## config.mk

```make
export PLATFORM = sky130hd
export DESIGN_NAME = serial_add_ctrl_flat
export DESIGN_NICKNAME = d
export VERILOG_FILES = /design/src/rtl/serial_add_pkg.sv /design/src/rtl/serial_add_ctrl_if.sv /design/src/rtl/full_adder_cell.sv /design/src/rtl/half_adder.sv /design/src/rtl/serial_add_ctrl.sv /design/src/flat_wrapper.sv
export SDC_FILE = /design/constraint.sdc
export NUM_CORES = 1
export LEC_CHECK = 0
export ABC_AREA = 1
export CELL_PAD_IN_SITES_DETAIL_PLACEMENT = 0
export CELL_PAD_IN_SITES_GLOBAL_PLACEMENT = 2
export CORE_MARGIN = 2
export CORE_UTILIZATION = 31
export DETAILED_ROUTE_END_ITERATION = 8
export PLACE_DENSITY_LB_ADDON = 0.08
export RECOVER_POWER = 100
export REMOVE_ABC_BUFFERS = 1
export SYNTH_ARGS = -nofsm -noshare
export SYNTH_HDL_FRONTEND = slang
export SYNTH_SLANG_ARGS = --single-unit
```

## constraint.sdc

```tcl
create_clock -name clk -period 1.37 [get_ports clk]
set_input_delay 0.274 -clock clk [delete_from_list [all_inputs] [get_ports clk]]
set_output_delay 0.274 -clock clk [all_outputs]
set_load 0.005 [all_outputs]
```

## src/rtl/serial_add_pkg.sv

```systemverilog
// rtl/serial_add_pkg.sv - shared types and defaults for the bit-serial adder controller
package serial_add_pkg;

    localparam int SA_DEFAULT_WIDTH = 8;

    typedef enum logic [1:0] {
        IDLE = 2'b00,
        RUN  = 2'b01,
        DONE = 2'b10
    } sa_state_t;

endpackage

```

## src/rtl/serial_add_ctrl_if.sv

```systemverilog
// rtl/serial_add_ctrl_if.sv - request/result bundle between a requester and serial_add_ctrl
interface serial_add_ctrl_if
    import serial_add_pkg::*;
#(
    parameter int WIDTH = SA_DEFAULT_WIDTH
) ();

    logic             start;
    logic [WIDTH-1:0] a;
    logic [WIDTH-1:0] b;
    logic             cin;
    logic             busy;
    logic             done;
    logic [WIDTH-1:0] sum;
    logic             cout;

    modport master (
        output start, a, b, cin,
        input  busy, done, sum, cout
    );

    modport slave (
        input  start, a, b, cin,
        output busy, done, sum, cout
    );

endinterface

```

## src/rtl/full_adder_cell.sv

```systemverilog
// rtl/full_adder_cell.sv - one-bit full adder built from two half adders and an OR on their carries
module full_adder_cell (
    input  wire a,
    input  wire b,
    input  wire ci,
    output wire s,
    output wire co
);

    wire w_s0;
    wire w_c0;
    wire w_c1;

    half_adder u_ha0 (.a(a),    .b(b),  .s(w_s0), .c(w_c0));
    half_adder u_ha1 (.a(w_s0), .b(ci), .s(s),    .c(w_c1));

    or g_or (co, w_c0, w_c1);

endmodule

```

## src/rtl/half_adder.sv

```systemverilog
// rtl/half_adder.sv - gate-level one-bit half adder
module half_adder (
    input  wire a,
    input  wire b,
    output wire s,
    output wire c
);

    xor g_xor (s, a, b);
    and g_and (c, a, b);

endmodule

```

## src/rtl/serial_add_ctrl.sv

```systemverilog
// rtl/serial_add_ctrl.sv - sequences one full-adder cell LSB-first across WIDTH-bit operands
module serial_add_ctrl
    import serial_add_pkg::*;
#(
    parameter int WIDTH = SA_DEFAULT_WIDTH
) (
    input  logic             clk,
    input  logic             rst_n,
    serial_add_ctrl_if.slave bus
);

    localparam int            CW   = (WIDTH > 1) ? $clog2(WIDTH) : 1;
    localparam logic [CW-1:0] LAST = CW'(WIDTH - 1);

    sa_state_t        r_state;
    sa_state_t        w_next;
    logic [WIDTH-1:0] r_opa;
    logic [WIDTH-1:0] r_opb;
    logic [WIDTH-1:0] r_sr;
    logic [WIDTH-1:0] r_sum;
    logic             r_carry;
    logic             r_cout;
    logic             r_busy;
    logic             r_done;
    logic [CW-1:0]    r_cnt;
    logic             w_s;
    logic             w_c;
    logic             w_last;

    full_adder_cell u_fa (
        .a  (r_opa[0]),
        .b  (r_opb[0]),
        .ci (r_carry),
        .s  (w_s),
        .co (w_c)
    );

    assign w_last = (r_cnt == LAST);

    always_comb begin
        w_next = r_state;
        case (r_state)
            IDLE:    if (bus.start) w_next = RUN;
            RUN:     if (w_last)    w_next = DONE;
            DONE:    w_next = IDLE;
            default: w_next = IDLE;
        endcase
    end

    // busy/done are flopped from the next state so they launch from registers
    always_ff @(posedge clk or negedge rst_n) begin
        if (!rst_n) begin
            r_state <= IDLE;
            r_busy  <= 1'b0;
            r_done  <= 1'b0;
        end else begin
            r_state <= w_next;
            r_busy  <= (w_next != IDLE);
            r_done  <= (w_next == DONE);
        end
    end

    always_ff @(posedge clk or negedge rst_n) begin
        if (!rst_n) begin
            r_opa   <= '0;
            r_opb   <= '0;
            r_sr    <= '0;
            r_sum   <= '0;
            r_carry <= 1'b0;
            r_cout  <= 1'b0;
            r_cnt   <= '0;
        end else begin
            case (r_state)
                IDLE: begin
                    if (bus.start) begin
                        r_opa   <= bus.a;
                        r_opb   <= bus.b;
                        r_carry <= bus.cin;
                        r_cnt   <= '0;
                    end
                end
                RUN: begin
                    r_sr    <= {w_s, r_sr[WIDTH-1:1]};
                    r_opa   <= {1'b0, r_opa[WIDTH-1:1]};
                    r_opb   <= {1'b0, r_opb[WIDTH-1:1]};
                    r_carry <= w_c;
                    // hold at the last count; the counter is reloaded on the next accept
                    if (w_last) begin
                        r_sum  <= {w_s, r_sr[WIDTH-1:1]};
                        r_cout <= w_c;
                    end else begin
                        r_cnt <= r_cnt + 1'b1;
                    end
                end
                default: ;
            endcase
        end
    end

    assign bus.busy = r_busy;
    assign bus.done = r_done;
    assign bus.sum  = r_sum;
    assign bus.cout = r_cout;

endmodule

```

## src/flat_wrapper.sv

```systemverilog
// flat-port wrapper written by rule: the top's interface ports become plain ports
module serial_add_ctrl_flat import serial_add_pkg::*;
#(
    parameter int WIDTH = SA_DEFAULT_WIDTH
)
  (clk, rst_n, bus_start, bus_a, bus_b, bus_cin, bus_busy, bus_done, bus_sum, bus_cout);
  serial_add_ctrl_if #(.WIDTH(WIDTH)) bus_i ();
  input  logic clk;
  input  logic rst_n;
  input wire logic [$bits(bus_i.start)-1:0] bus_start;
  input wire logic [$bits(bus_i.a)-1:0] bus_a;
  input wire logic [$bits(bus_i.b)-1:0] bus_b;
  input wire logic [$bits(bus_i.cin)-1:0] bus_cin;
  output wire logic [$bits(bus_i.busy)-1:0] bus_busy;
  output wire logic [$bits(bus_i.done)-1:0] bus_done;
  output wire logic [$bits(bus_i.sum)-1:0] bus_sum;
  output wire logic [$bits(bus_i.cout)-1:0] bus_cout;
  assign bus_i.start = bus_start;
  assign bus_i.a = bus_a;
  assign bus_i.b = bus_b;
  assign bus_i.cin = bus_cin;
  assign bus_busy = bus_i.busy;
  assign bus_done = bus_i.done;
  assign bus_sum = bus_i.sum;
  assign bus_cout = bus_i.cout;
  serial_add_ctrl #(.WIDTH(WIDTH)) u_core (.clk(clk), .rst_n(rst_n), .bus(bus_i));
endmodule
```

==> metrics.md, run 1 <==
| Metric | Value |
|---|---|
| Tmin final | 1.285 ns |
| Synthesized instance count | 214 |
| CP Max Fanout | 17 |
| Least-Margin Pin Slew | 0.5822 ns |
| Post-route ant nets | 0 |
| Power Dens Cells | 2084 nW/um^2 |
| Max-slew headroom | 61.19% |
| IO buf count | 30 |
| Crit Path Category | flip-flop to flip-flop |
| Clk_skew | 0.005143 ns |
| First-pass iteration count of the detailed router | 4 |
| CP endpoint kind | flip-flop |
| Leakage | 0.001243 uW |
| Peak VDD IR | 0.6593 mV |
| Share of post-route cells with drive strength above 1 | 11.02% |
| Max Slew Vio Count | 0 |
| Antenna diodes | 0 |
| Post-synthesis cell type count | 19 |
| Post-synth top area share | 54.38% |
| Via count | 1473 |
| CTS tree | yes |
| Status | finished, final reports clean |
| Final hold vios | 0 |
| Overall routing resource usage | 13.71% |
| I/O Pins | 31 |
| Reg2reg path depth | 6 |
| XOR/XNOR share of the synthesized area | 0% |
| Post-synthesis register bit count | 40 |
| Clock transition at the registers of the reported paths | 0.08 ns |
| Data arrival, critical path | 1.49 ns |
| Most common cell in the netlist | nand2_1 |
| Max Cap Viol | 0 |
| Fmax | 778.3 MHz |
| Hpwl dp | 2.698 mm |
| First-pass GRT wire length | 6.817 mm |
| Number of global-route vias before repair | 1440 |
| Reg-to-reg slack, setup | 0.09 ns |
| RR Endpoint | u_core.bus.sum[2] |
| Root Driver | clkbuf_8 |
| Worst-skew pair later-pin latency | 0.28 ns |
| Initial Util | 31.65% |
| Largest cells by area after synthesis | dfrtp_1, nand2_1, nand3_1 |
| YS warnings | 0 |
| Area grow syn2layout | 26.04% |
| Largest net degree at the start of global routing | 41 |
| Class of the worst hold path | flip-flop to flip-flop |
| Dpl cells | 319 |
| Syn Area/Cell | 8.601 sq um |
| Die area | 6569 sq um |
| Adder-Cell Fraction of Synth Area | 2.447% |
| DRC errors left | 0 |
| Fin cells | 329 |
| Post-synth EDFFs | 0 |
| H-tree Lvls | 2 |
| Simple-Gate Fraction of Synth Area | 28.96% |
| RSZ-0062 raised after global routing | false |
| Endpoints failing setup | 0 |
| Final nets | 276 |
| Die X | 81.05 um |
| Vias per cell | 4.477 |
| GRT overflow | 0 |
| Layout Utilization | 39.89% |
| Largest family of logic cells by synthesized area | simple AND/OR/NAND/NOR gates |
| Most frequent cells after synthesis | nand2_1, dfrtp_1, nand3_1 |
| Initial antenna violation count | 0 |
| Sequential fraction of the synthesis area | 54.38% |
| Total clock sinks | 40 |
| HP Start | u_core.r_sr[1] |
| FFs w/ async S/R, synth | 100.0% |
| Prevailing post-synth register cell | dfrtp_1 |
| Hold path cells | 2 |
| Reg2reg start | u_core.r_cnt[0] |
| Core area | 5816 sq um |
| RePlAce Congestion | 0.7272 |
| Worst hold path endpoint | u_core.bus.sum[0] |
| DRT iter0 DRCs | 73 |
| Worst setup SP type | flip-flop |
| CTS Buf Count | 5 |
| Post-synth top area cell | dfrtp_1 |
| Req. time, crit path | 1.57 ns |
| Drt wl/cell | 11.96 um |
| Final WL | 3.935 mm |
| Num rows | 28 |
| Synth Area in Compound Gates | 6.118% |
| Clock Path Buffers | 2 |
| Chip Height | 81.05 um |
| Synth Cell Area | 1841 sq um |
| Mux cell area share after synthesis | 0% |
| Tcrit/Tclk final | 93.79% |
[power by group]
group / total, uW / switching, uW / internal [uW]
sequential: 1980 / 294 / 1680
combinational: 1920 / 1120 / 799
clock: 939 / 398 / 541
[layout make-up]
type | instances | area [sq um]
fillers | 640 | 3496
flip-flops and latches | 40 | 1001
multi-input cells | 150 | 678.2
repair buffers | 42 | 381.6
well taps | 75 | 93.84
clock buffers | 6 | 72.57
inverters | 14 | 57.56
clock inverters | 2 | 35.03
[per-stage QoR]
| stage | worst slack (ns) | cell area [sq um] | total power [uW] | TNS [ns] | hold slack [ns] |
|---|---|---|---|---|---|
| 2_1_floorplan | -0.1889 | 1749 | 3192 | -3.908 | -0.02159 |
| 3_3_place_gp | -0.02374 | 2238 | 4009 | -0.09405 | 0.2614 |
| 3_5_place_dp | -0.02542 | 2238 | 4090 | -0.2068 | 0.2636 |
| 4_1_cts | 0.05816 | 2350 | 4979 | 0 | 0.4816 |
| 5_1_grt | 0.02206 | 2320 | 5348 | 0 | 0.4974 |
| 6_report | 0.08513 | 2320 | 4835 | 0 | 0.4717 |
[cell families (layout without fill, tap and decap cells)]
kind of cell,Yosys count,in the layout
flops,40,40
simple gates,132,132
compound gates,15,15
fa+ha+maj,3,3
buf+inv,24,64
[layout by cell type (no fill, tap or decap), drive strengths merged]
master and n:
nand3 20, dlygate4sd3 1, buf 8, nand4 3, nor2 2, dlygate4sd2 11, dfrtp 40, bufinv 1
inv 14, clkbuf 10, ha 2, fa 1, clkdlybuf4s50 18, nand2 107, clkinv 1, o21ai 15
[state kept, by name, summed over array words and instances, names as in the netlist]
name and cells:
u_core.bus.busy 1, u_core.r_carry 1, u_core.r_state 2, u_core.r_opb 8
u_core.bus.cout 1, u_core.bus.sum 8, u_core.bus.done 1, u_core.r_sr 7
u_core.r_cnt 3, u_core.r_opa 8
[critical path, stage by stage, from the launching register on]
cell,delay [ns]
dfrtp_1,0.41
ha_1,0.21
ha_1,0.21
nand2_2,0.11
buf_12,0.15
nand2_1,0.05
o21ai_0,0.07
[worst max path at each step]
stage / start / cells after the start / end
CTS: u_core.r_cnt[0] / 6 / u_core.r_cnt[2]
finish: u_core.r_cnt[0] / 6 / u_core.bus.sum[2]
floorplan: u_core.r_state[0] / 5 / u_core.r_carry
global placement: bus_start / 5 / u_core.r_opa[4]
detailed placement: bus_start / 5 / u_core.r_opb[4]
global route: u_core.r_cnt[0] / 6 / u_core.bus.sum[3]
[layer usage]
layer  vias up  GRT usage [%]  routed length, um  share of wire [%]
met5         -              0                  0                  0
met4         0          4.068                 21               0.53
met3         2          3.778                146                3.7
met2        29          23.14               1957                 50
met1       698          17.11               1808                 46
li1        744              -                  -                  -
[what timing repair did]
item / in CTS / in global routing
endpoints found under the setup margin: 11 / 3
endpoints found under the hold margin: 40 / 0
resized for setup: 11 / 3
pin swaps: 0 / 0
hold buffers: 1 / 0
setup buffers: 1 / 0
No activity file was read; power rests on OpenSTA's default activity.
==> run 2, diff against run 1 <==
--- a/config.mk
+++ b/config.mk
@@ -9,8 +9,10 @@
 export CELL_PAD_IN_SITES_DETAIL_PLACEMENT = 0
 export CELL_PAD_IN_SITES_GLOBAL_PLACEMENT = 2
 export CORE_MARGIN = 2
-export CORE_UTILIZATION = 31
+export CORE_UTILIZATION = 37
+export CTS_CLUSTER_SIZE = 14
 export DETAILED_ROUTE_END_ITERATION = 8
+export DONT_BUFFER_PORTS = 1
 export PLACE_DENSITY_LB_ADDON = 0.08
 export RECOVER_POWER = 100
 export REMOVE_ABC_BUFFERS = 1
==> run 2 against run 1 <==
Against the previous run: critical path depth is the same; global-route usage grew 1.4 points; final area shrank 12%; first-iteration DRC count shrank 26%; total power shrank 3.0%; core utilization grew 3.2 points; wire length shrank 5.9%; register-to-register slack is essentially flat; sequential share of layout area grew 5.7 points; non-clock buffer count shrank 31; cell count shrank 12%; largest cell class unchanged; highest routed layer unchanged.
==> metrics.md, run 2 (synthesized netlist as in run 1, its figures left out) <==
| Metric | Value |
|---|---|
| Post-route ant nets | 0 (unchanged) |
| Crit Path Category | flip-flop to flip-flop |
| Register share of total power | 43.2% (+2.3 points) |
| Total power | 4690 uW (-3.0%) |
| Max Cap Viol | 0 (unchanged) |
| CTS Buf Count | 5 (unchanged) |
| IO buf count | 0 (-100%) |
| Tcrit/Tclk final | 94.85% (+1.1 points) |
| Commonest non-fill, non-tap cell in the layout | nand2_1 |
| RSZ-0062 raised after global routing | false |
| Worst setup margin | 0.07055 ns (-0.01458 ns) |
| Fillers | 511 (-20%) |
| Max-slew headroom | 63.28% (+2.1 points) |
| Commonest non-fill, non-tap cells in the layout | nand2_1, dfrtp_1, nand3_1, inv_1, buf_4 |
| Drt wl/cell | 12.77 um (+6.8%) |
| DRT iter0 DRCs | 54 (-26%) |
| Clock Path Buffers | 2 (unchanged) |
| Hold path cells | 2 (unchanged) |
| Num rows | 25 (-11%) |
| Vias per cell | 4.710 (+5.2%) |
| Worst setup SP type | flip-flop |
| Clock transition at the registers of the reported paths | 0.08 ns (about the same) |
| Chip Height | 74.53 um (-8.0%) |
| Overall routing resource usage | 15.14% (+1.4 points) |
| I/O Pins | 31 (unchanged) |
| Die area | 5555 sq um (-15%) |
| Fmax | 769.6 MHz (-1.1%) |
| CP endpoint kind | flip-flop |
| Initial Util | 38.71% (+7.1 points) |
| P_sw | 1804 uW (-0.46%) |
| FF+latch area | 1001 sq um (unchanged) |
| Power Dens Cells | 2291 nW/um^2 (+9.9%) |
| Via count | 1366 (-7.3%) |
| Post-CTS Setup Bufs | 0 (-1) |
| Worst hold slack | 0.1349 ns (-0.3369 ns) |
| First-pass GRT wire length | 6.327 mm (-7.2%) |
| Fin cells | 290 (-12%) |
| RePlAce Congestion | 0.7127 (-2.0%) |
| Final WL | 3.704 mm (-5.9%) |
| Hpwl dp | 2.532 mm (-6.2%) |
| Largest net degree at the start of global routing | 41 (unchanged) |
| Area of the multi-input gates | 693.2 sq um (+2.2%) |
| Final nets | 245 (-11%) |
| CP Max Fanout | 4 (-13) |
| Total clock sinks | 40 (unchanged) |
| Core area | 4755 sq um (-18%) |
| DRC errors left | 0 (unchanged) |
| Tmin final | 1.299 ns (+0.01458 ns) |
| Root Driver | clkbuf_8 |
| Die X | 74.53 um (-8.0%) |
| Data arrival, critical path | 1.49 ns (about the same) |
| Dpl cells | 280 (-12%) |
| Int Pwr | 2886 uW (-4.5%) |
| Least-Margin Pin Slew | 0.5508 ns (-0.03141 ns) |
| Reg-to-reg slack, setup | 0.07 ns (about the same) |
| Class of the worst hold path | input pin to flip-flop |
| Share of post-route cells with drive strength above 1 | 13.90% (+2.9 points) |
| CTS tree | yes |
| Number of global-route vias before repair | 1374 (-4.6%) |
| Clock group share of total power | 20.4% (+1.0 points) |
| Endpoints failing setup | 0 (unchanged) |
| Req. time, crit path | 1.56 ns (about the same) |
| First-pass iteration count of the detailed router | 4 (unchanged) |
| GRT overflow | 0 (unchanged) |
| H-tree Lvls | 2 (unchanged) |
| Status | finished, final reports clean |
| Initial antenna violation count | 0 (unchanged) |
| Reg2reg path depth | 6 (unchanged) |
| Final hold vios | 0 (unchanged) |
| Pre-CTS setup slack | 0.06319 ns (+0.08861 ns) |
| Area grow syn2layout | 11.22% |
| Antenna diodes | 0 (unchanged) |
| Worst-skew pair later-pin latency | 0.29 ns (about the same) |
| Clk_skew | 0.008787 ns (+0.003645 ns) |
| Max Slew Vio Count | 0 (unchanged) |
| Sum of negative setup slack | 0 ns (unchanged) |
| Leakage | 0.001098 uW (-12%) |
| Logic pwr share | 36.4% (-3.3 points) |
| Peak VDD IR | 0.6943 mV (+5.3%) |
| Switching part of the total | 38.46% (+0.98 points) |
run 2: cell count changes in the layout (fill, tap and decap cells not counted), moves of 2 or more:
| cell | change |
|---|---|
| o21ai_0 | -4 |
| clkbuf_1 | -2 |
| clkbuf_2 | -2 |
| dlygate4sd2_1 | -11 |
| clkdlybuf4s50_1 | -18 |
| inv_2 | -2 |
| o21ai_2 | +4 |
| buf_4 | +3 |
run 2: through the flow:
step / util (%) / cell area (sq um)
5_1_grt: 43.05 / 2047
3_3_place_gp: 40.24 / 1913
4_1_cts: 43.21 / 2054
6_report: 43.05 / 2047
3_5_place_dp: 40.24 / 1913
2_1_floorplan: - / 1749
run 2: area by class of cell:
cell class / instances / share of cell area, %
inverters: 14 / 2.934
clock inverters: 3 / 2.078
clock buffers: 5 / 3.362
repair buffers: 11 / 4.768
multi-input cells: 150 / 33.86
flip-flops and latches: 40 / 48.90
well taps: 67 / 4.095
run 2: path summary, 6_finish.rpt:
| path | from | endpoint |
|---|---|---|
| setup / recovery | u_core.r_cnt[0] | u_core.r_cnt[2] |
| hold / removal | bus_b[7] | u_core.r_opb[7] |
| setup reg to reg | u_core.r_cnt[0] | u_core.r_cnt[2] |
| hold reg to reg | u_core.r_sr[1] | u_core.bus.sum[0] |
| max in group asynchronous | rst_n | u_core.r_opa[3] |
| min in group asynchronous | rst_n | u_core.bus.sum[2] |
run 2: timing repair:
item | in CTS | in global routing
hold buffers | 2 | 0
setup endpoints to repair | 0 | 4
hold endpoints to repair | 40 | 0
gates resized for setup | 0 | 2
run 2: power groups by stage:
stage          Clock (uW)  Sequential [uW]  Combinational, uW
2_1_floorplan           0             1990               1200
3_5_place_dp            0             2050               1710
4_1_cts               997             2030               1750
5_1_grt              1050             2090               2010
3_3_place_gp            0             2030               1640
6_report              955             2030               1710
run 2: layer usage:
layer  share of wire (%)  vias to the layer above  GRT usage (%)  wire length, um
met5                   0                        -              0                0
met4                 1.2                        0          4.762               44
li1                    -                      681              -                -
met2                  48                       26          25.76             1767
met3                 4.2                        5          4.336              156
met1                  47                      654          18.59             1736
run 2: critical path: stages (launching register included):
cell	delay [ns]
dfrtp_1	0.41
ha_1	0.20
ha_1	0.20
inv_1	0.14
nand2_2	0.10
nand3_1	0.09
nand2_1	0.05
